<file path="src/rtl/alu_pkg.sv">
// Shared ALU definitions: opcodes, mul/div FSM encoding, default width.
package alu_pkg;

  localparam int WIDTH_DEF = 32;

  localparam logic [4:0] OP_MUL = 5'd10;
  localparam logic [4:0] OP_DIV = 5'd11;

  localparam logic [2:0] ST_IDLE = 3'd0;
  localparam logic [2:0] ST_MUL  = 3'd1;
  localparam logic [2:0] ST_DIV  = 3'd2;
  localparam logic [2:0] ST_FIX  = 3'd3;
  localparam logic [2:0] ST_DONE = 3'd4;

endpackage

</file>
<file path="src/rtl/div_restore_step.sv">
// One restoring-division iteration on unsigned magnitudes.
// Shifts the next dividend bit into the remainder and keeps it if it fits.
module div_restore_step #(
  parameter int WIDTH = 32
) (
  input  logic [WIDTH-1:0] rem,
  input  logic [WIDTH-1:0] quot,
  input  logic [WIDTH-1:0] divisor,
  output logic [WIDTH-1:0] rem_nx,
  output logic [WIDTH-1:0] quot_nx
);

  logic [WIDTH:0] shifted;
  logic [WIDTH:0] trial;

  always_comb begin
    shifted = {rem, quot[WIDTH-1]};
    trial   = shifted - {1'b0, divisor};
    if (!trial[WIDTH]) begin
      rem_nx  = trial[WIDTH-1:0];
      quot_nx = {quot[WIDTH-2:0], 1'b1};
    end else begin
      rem_nx  = shifted[WIDTH-1:0];
      quot_nx = {quot[WIDTH-2:0], 1'b0};
    end
  end

endmodule

</file>
<file path="src/rtl/mul_div_unit.sv">
// Multi-cycle signed multiply (radix-2 Booth) / divide (restoring) unit.
// Result is {HI,LO}; DIV returns {remainder, quotient}.
module mul_div_unit
  import alu_pkg::*;
#(
  parameter int WIDTH = WIDTH_DEF,
  parameter int CNT_W = 6
) (
  input  logic               clock,
  input  logic               clear,
  input  logic               start,
  input  logic [4:0]         opcode,
  input  logic [WIDTH-1:0]   input_a,
  input  logic [WIDTH-1:0]   input_b,
  output logic               busy,
  output logic               done,
  output logic               div_by_zero,
  output logic [2*WIDTH-1:0] result
);

  logic [2:0]       state;
  logic [2:0]       state_nx;
  logic [CNT_W-1:0] cnt;
  logic             op_div;

  // Booth accumulator keeps one guard bit so -2^(W-1) operands cannot overflow.
  logic [WIDTH:0]   acc_a;
  logic [WIDTH:0]   mcand;
  logic [WIDTH-1:0] acc_q;
  logic             q_lsb;
  logic [WIDTH:0]   booth_sum;

  logic [WIDTH-1:0] rem;
  logic [WIDTH-1:0] quot;
  logic [WIDTH-1:0] dvsr;
  logic [WIDTH-1:0] rem_nx;
  logic [WIDTH-1:0] quot_nx;
  logic             a_neg;
  logic             b_neg;

  logic             is_mul;
  logic             is_div;
  logic             accept;
  logic             b_zero;
  logic             last_iter;
  logic [WIDTH-1:0] abs_a;
  logic [WIDTH-1:0] abs_b;
  logic [WIDTH-1:0] q_fix;
  logic [WIDTH-1:0] r_fix;

  assign is_mul    = opcode == OP_MUL;
  assign is_div    = opcode == OP_DIV;
  assign accept    = (state == ST_IDLE) && start && (is_mul || is_div);
  assign b_zero    = input_b == '0;
  assign last_iter = cnt == CNT_W'(WIDTH - 1);
  assign abs_a     = input_a[WIDTH-1] ? -input_a : input_a;
  assign abs_b     = input_b[WIDTH-1] ? -input_b : input_b;
  assign q_fix     = (a_neg ^ b_neg) ? -quot : quot;
  assign r_fix     = a_neg ? -rem : rem;

  div_restore_step #(
    .WIDTH(WIDTH)
  ) u_div_step (
    .rem    (rem),
    .quot   (quot),
    .divisor(dvsr),
    .rem_nx (rem_nx),
    .quot_nx(quot_nx)
  );

  always_comb begin
    booth_sum = acc_a;
    case ({acc_q[0], q_lsb})
      2'b01:   booth_sum = acc_a + mcand;
      2'b10:   booth_sum = acc_a - mcand;
      default: booth_sum = acc_a;
    endcase
  end

  always_comb begin
    state_nx = state;
    case (state)
      ST_IDLE: begin
        if (accept) begin
          if (is_div && b_zero) state_nx = ST_DONE;
          else if (is_div)      state_nx = ST_DIV;
          else                  state_nx = ST_MUL;
        end
      end
      ST_MUL,
      ST_DIV:  if (last_iter) state_nx = ST_FIX;
      ST_FIX:  state_nx = ST_DONE;
      ST_DONE: state_nx = ST_IDLE;
      default: state_nx = ST_IDLE;
    endcase
  end

  always_ff @(posedge clock) begin
    if (clear) begin
      state       <= ST_IDLE;
      cnt         <= '0;
      busy        <= 1'b0;
      done        <= 1'b0;
      div_by_zero <= 1'b0;
      result      <= '0;
    end else begin
      state <= state_nx;
      busy  <= state_nx != ST_IDLE;
      done  <= state_nx == ST_DONE;
      case (state)
        ST_IDLE: begin
          if (accept) begin
            cnt    <= '0;
            op_div <= is_div;
            mcand  <= {input_a[WIDTH-1], input_a};
            acc_a  <= '0;
            acc_q  <= input_b;
            q_lsb  <= 1'b0;
            rem    <= '0;
            quot   <= abs_a;
            dvsr   <= abs_b;
            a_neg  <= input_a[WIDTH-1];
            b_neg  <= input_b[WIDTH-1];
            if (is_div && b_zero) begin
              result      <= {input_a, {WIDTH{1'b1}}};
              div_by_zero <= 1'b1;
            end
          end
        end
        ST_MUL: begin
          cnt   <= cnt + 1'b1;
          acc_a <= {booth_sum[WIDTH], booth_sum[WIDTH:1]};
          acc_q <= {booth_sum[0], acc_q[WIDTH-1:1]};
          q_lsb <= acc_q[0];
        end
        ST_DIV: begin
          cnt  <= cnt + 1'b1;
          rem  <= rem_nx;
          quot <= quot_nx;
        end
        ST_FIX: begin
          div_by_zero <= 1'b0;
          if (op_div) result <= {r_fix, q_fix};
          else        result <= {acc_a[WIDTH-1:0], acc_q};
        end
        default: ;
      endcase
    end
  end

endmodule

</file>
<file path="config.mk">
export PLATFORM = sky130hd
export DESIGN_NAME = mul_div_unit
export DESIGN_NICKNAME = d
export VERILOG_FILES = /design/src/rtl/alu_pkg.sv /design/src/rtl/div_restore_step.sv /design/src/rtl/mul_div_unit.sv
export SDC_FILE = /design/constraint.sdc
export NUM_CORES = 1
export LEC_CHECK = 0
export BUFFER_PORTS_ARGS = -buffer_cell sky130_fd_sc_hd__clkbuf_2
export CORE_AREA = 4 4 191 156
export DETAILED_ROUTE_END_ITERATION = 12
export DIE_AREA = 0 0 195 160
export PLACE_DENSITY = 0.85
export SLEW_MARGIN = 20
export SYNTH_ARGS = -nofsm -noshare
export SYNTH_HDL_FRONTEND = slang
export SYNTH_SLANG_ARGS = --single-unit
</file>
<file path="constraint.sdc">
create_clock -name clock -period 10.6 [get_ports clock]
set_input_delay 0 -clock clock [delete_from_list [all_inputs] [get_ports clock]]
set_output_delay 0 -clock clock [all_outputs]
set_load 0.005 [all_outputs]
</file>
# Word-level counts from Yosys, hierarchy flattened
# Cells that the tools add are included.
# word_totals
reg_bits	273
in_bits	72
output_inout_bits	67
elab_cells	86
# op_classes
add_sub_neg	8
n_eq_ne	11
muxes	31
bitwise_logic	2
n_reduce_logical	17
# ops
operator	count
2-to-1 mux 32 bit	7
2-to-1 mux 64 bit	3
case mux 32 bit (2 select lines)	3
case mux 33 bit (2 select lines)	2
negation 32 bit	4
case mux 64 bit (2 select lines)	1
adder 33 bit	1
2-to-1 mux 33 bit	1
subtractor 33 x 32 -> 33 bit	1
subtractor 33 bit	1
zero test 32 bit	1
2-to-1 mux 31 bit	1
case mux 6 bit (2 select lines)	1
AND reduction 3 bit	4
== test 5 x 4 -> 1 bit, second input constant	2
2-to-1 mux 3 bit	3
case mux 3 bit (3 select lines)	1
nonzero test 2 bit	4
adder 6 x 1 -> 6 bit, second input constant	1
== test 3 x 2 -> 1 bit, second input constant	2
== test 6 x 5 -> 1 bit, second input constant	1
2-to-1 mux 6 bit	1
2-to-1 mux 1 bit	4
case mux 1 bit (2 select lines)	2
other kinds (15)	17

# Longest topological paths before layout
# logic_depth
ltp_word	6
ltp_mapped	19
depth_no_buf	18

# Hierarchy
# From an unflattened synthesis, not the netlist that was laid out.
# hier_totals
hier_cells	2015
area_unflattened_um2	18256.3
# modules_own_cells
mod	n_inst	cells_each	area_each_um2	seq_area_each_um2
mul_div_unit	1	1676	15717.6	7377.1
div_restore_step	1	339	2538.7	0.0

# Worst setup path after synthesis
# No wires, ideal clock.
# synth_timing
path_kind	reg2reg
from	register state[0]
to	register acc_a[0], enable pin
setup_time_ps	488
arrival_ps	4196
required_time_ps	10112
setup_slack_ps	5916
path_stages_with_launch	6
path_buffers	1
synth_period_minus_slack_ps	4684
cell_sequence	dfxtp_1 -> clkbuf_1 -> nor4b_1 -> nand2_1 -> a211o_1 -> nor2_1
# synth_between
elab_chain_cells	5
elab_cells_between_ends	7
classes_between	eq/ne (2); reduce/logical (5)
# synth_rtl
item	line_no	text
start, declared	mul_div_unit.sv:21	logic [2:0] state;
start signal, assigned	mul_div_unit.sv:107	state <= state_nx;
zero test 3 bit	mul_div_unit.sv:53, mul_div_unit.sv:110	
logical AND 1 bit (2 in a row)	mul_div_unit.sv:53	assign accept = (state == ST_IDLE) && start && (is_mul || is_div);
!= test 2 bit (no source line)	n/a	
AND reduction 3 bit (no source line) *	n/a	
end signal, assigned	mul_div_unit.sv:132	acc_a <= {booth_sum[WIDTH], booth_sum[WIDTH:1]};
end, declared	mul_div_unit.sv:27	logic [WIDTH:0] acc_a;
# Every way passes the cells marked *; elsewhere a longest branch is shown, timed or not.
# A chain may end at the register's enable or synchronous reset.

# Final worst setup path
# layout_timing
from	register mcand[3]
to	register acc_a[30] (data pin)
# layout_between
elab_chain_cells	3
elab_cells_between_ends	4
classes_between	add/sub (2); mux (2)
# layout_rtl
item	line_no	text
start, declared	mul_div_unit.sv:28	logic [WIDTH:0] mcand;
start signal, assigned	mul_div_unit.sv:115	mcand <= {input_a[WIDTH-1], input_a};
subtractor 33 bit or adder 33 bit (tied branches)	mul_div_unit.sv:75, mul_div_unit.sv:74	
case mux 33 bit (2 select lines) *	mul_div_unit.sv:73	case ({acc_q[0], q_lsb})
case mux 33 bit (2 select lines) *	mul_div_unit.sv:110	case (state)
# Marks and branches as above.

==> results.yml <==
run_status:
  status: "finished, final reports clean"
floorplan:
  die_h_um: 160
  dieArea_um2: 31200
  start_util: 0.641
  core_area_um2: 27900
  rows: 55
  io_pins: 139
  die_w_um: 195
cells_and_area:
  fin_nets: 2283
  area_delta_synth_final_pct: 15.3
  antenna_cells: 0
  layout-drive-gt1-share: 0.109
cts:
  cts-buffers-inserted: 30
  cts_resized: 0
  cts-root-buf: "clkbuf_16"
  cts_buffer_depth: 3
  postCtsHoldBufs: 74
  cts.sinks: 271
  clock_latency_ns: 0.57
  cts_max_level: 1
  clk_pin_slew_ns: 0.06
  cts_tree: "yes"
  post-cts-setup-buffers: 0
route:
  detailroute.via_count: 16600
  ant_nets: 0
  wl_um: 56600
  via_per_inst: 6.56
  dr.pass1.iters: 6
  drc: 0
  wl_per_cell_um: 22.3
  dr.first_iter.drc_count: 2348
place:
  port_buffers: 138
  gp_congestion: 0.969
  dpl.hpwl_um: 38900
yosys:
  syn-cell-area_um2: 17900
  yosysTopAreaCell: "edfxtp_1"
  synth_cells: 1982
  synth_fp_nets: 2127
  ys_async_sr_fraction: 0
  synth_cell_types: 73
  ys_top_cells_by_area: "edfxtp_1 (33%), dfxtp_1 (8.5%), xnor2_1 (5.4%)"
  synth-edff-count: 195
  synth_most_common_cell: "nand2_1"
  ys.flop_type: "edfxtp_1"
  synth.avg_cell_area_um2: 9.03
  yosys-top-cells-count: "nand2_1 (221), edfxtp_1 (195), nor2_1 (189)"
  yosys.area.top_type_share: 0.327
  ys_seq_elements: 271
  yosysSeqAreaShare: 0.412
  yosys_warnings: 0
timing:
  rsz0062_at_grt: "false"
  slew_violations: 0
  setup_tns_ns: 0
  fin_hold_ws_ns: 0.132
  max_freq_mhz: 216
  skew_ns: 0.0168
  finalHoldViolCount: 0
  finalSetupViolations: 0
  period_share: 0.437
  slew_headroom: 0.291
  worst_pin_slew_ns: 1.06
  min_period_ns: 4.63
pwr:
  power_leakage_nw: 7.81
  max-vdd-ir-drop_mv: 0.124
  p_per_area_nw_per_um2: 121
critical_path:
  crit_fanout: 6
  critical-path-max-stage-delay_ns: 0.65
  end_kind: "register"
  critPathArrivalTime_ns: 4.95
  reg2reg_depth: 16
  cpMaxStageDelayCell: "nor3b_1"
  path_cells: "or3_1, nor3b_1, nand2_1, nor2_1, nor2_1, xnor2_1, ha_1, a21o_1, a21oi_1, o21ai_0, a221oi_1, o21a_1, o21ai_0, a41oi_1, mux2i_1, nand2_1"
  crit_type: "reg -> reg"
  critPathLaunchType: "register"
  required_ns: 10.92
worst_hold_path:
  hp-class: "in -> reg"
  min_delay_path_depth: 3
global_route:
  grt_first_pass_wirelength_um: 87600
  gr-total-overflow: 0
  grt_pass1_vias: 15500
  grt_max_degree: 95
  grt_usage: 0.348
  antenna_found_initial: 0
run:
  drv_cap: 0
[flip-flops by register name, indices dropped and copies added, names as in the netlist, 3 cells and up]
name and flops:
result 64, acc_a 32, acc_q 32, dvsr 32, mcand 32, quot 32, rem 32, cnt 6
state 3
[report_power, final]
group	total, mW	switching [mW]	internal, mW	leakage [nW]
Sequential	1.15	0.00803	1.14	2.39
Clock	1.15	0.464	0.685	0.520
Combinational	0.192	0.114	0.0771	4.89
[stage by stage]
stage / utilization / power (mW) / cell area [um2] / instances / worst slack, ns
global placement: 0.674 / 1.33 / 18800 / 2402 / 6.14
detailed placement: 0.674 / 1.33 / 18800 / 2402 / 6.10
global route: 0.739 / 2.55 / 20600 / 2532 / 5.47
floorplan: - / 1.27 / 17900 / 1982 / 5.92
finish: 0.739 / 2.49 / 20600 / 2532 / 5.97
CTS: 0.739 / 2.48 / 20600 / 2532 / 6.03
[cell families (layout without fill, tap and decap cells)]
logic type | after synthesis | in the layout | synth area share
AO/OA/AOI/OAI | 514 | 514 | 0.182
XOR/XNOR | 194 | 194 | 0.0949
adder cells (fa/ha/maj) | 73 | 73 | 0.0519
buffers and inverters | 173 | 353 | 0.0370
flip-flops | 271 | 271 | 0.412
multiplexers | 70 | 70 | 0.0394
AND/OR/NAND/NOR | 687 | 687 | 0.182
[routing by layer]
| metal | share of wire | vias up | global-route usage |
|---|---|---|---|
| met4 | 0.051 | 0 | 0.148 |
| met3 | 0.12 | 198 | 0.0559 |
| met1 | 0.39 | 7758 | 0.496 |
| met2 | 0.44 | 1108 | 0.532 |
| met5 | 0 | - | 0 |
| li1 | - | 7556 | - |
[placed cells by master, fill, tap and decap left out, drive strengths merged, types with 14 or more instances in the layout]
cell type,n
nand2,221
edfxtp,195
nor2,189
clkbuf,174
a21oi,143
o21ai,125
xnor2,110
xor2,84
a211oi,82
dfxtp,76
dlygate4sd3,74
nor3,71
ha,71
inv,71
mux2i,67
nand3,33
or3,31
o31ai,31
a21o,27
nand2b,24
nor2b,23
nor4,17
or4,16
buf,15
o21bai,14
o41ai,14
[path summary, 6_finish.rpt]
check	startpoint	to	slack, ns
worst min-delay path	clear	cnt[1]$_SDFFE_PP0P_	0.13
worst min register to register	cnt[5]$_SDFFE_PP0P_	cnt[5]$_SDFFE_PP0P_	0.49
worst max-delay path	mcand[3]$_DFFE_PP_	acc_a[30]$_SDFFCE_PN0P_	5.97
worst max register to register	mcand[3]$_DFFE_PP_	acc_a[30]$_SDFFCE_PN0P_	5.97
[worst max-delay path, delay by kind of cell (launching register included)]
family / cells / cell delay [ns]
simple gates: 6 / 1.51
fa+ha+maj: 1 / 0.36
xor+xnor: 1 / 0.16
mux: 1 / 0.21
flops: 1 / 0.44
compound gates: 7 / 1.70
[layout make-up]
class	count	area, um2
clock buffer	36	836
clock inverter	20	248
fill	2009	7290
inverter	70	263
multi-input combinational	1538	9910
sequential	271	7380
tap	370	463
timing repair buffer	227	1540
Note: power is estimated with default switching activity, not from simulation.
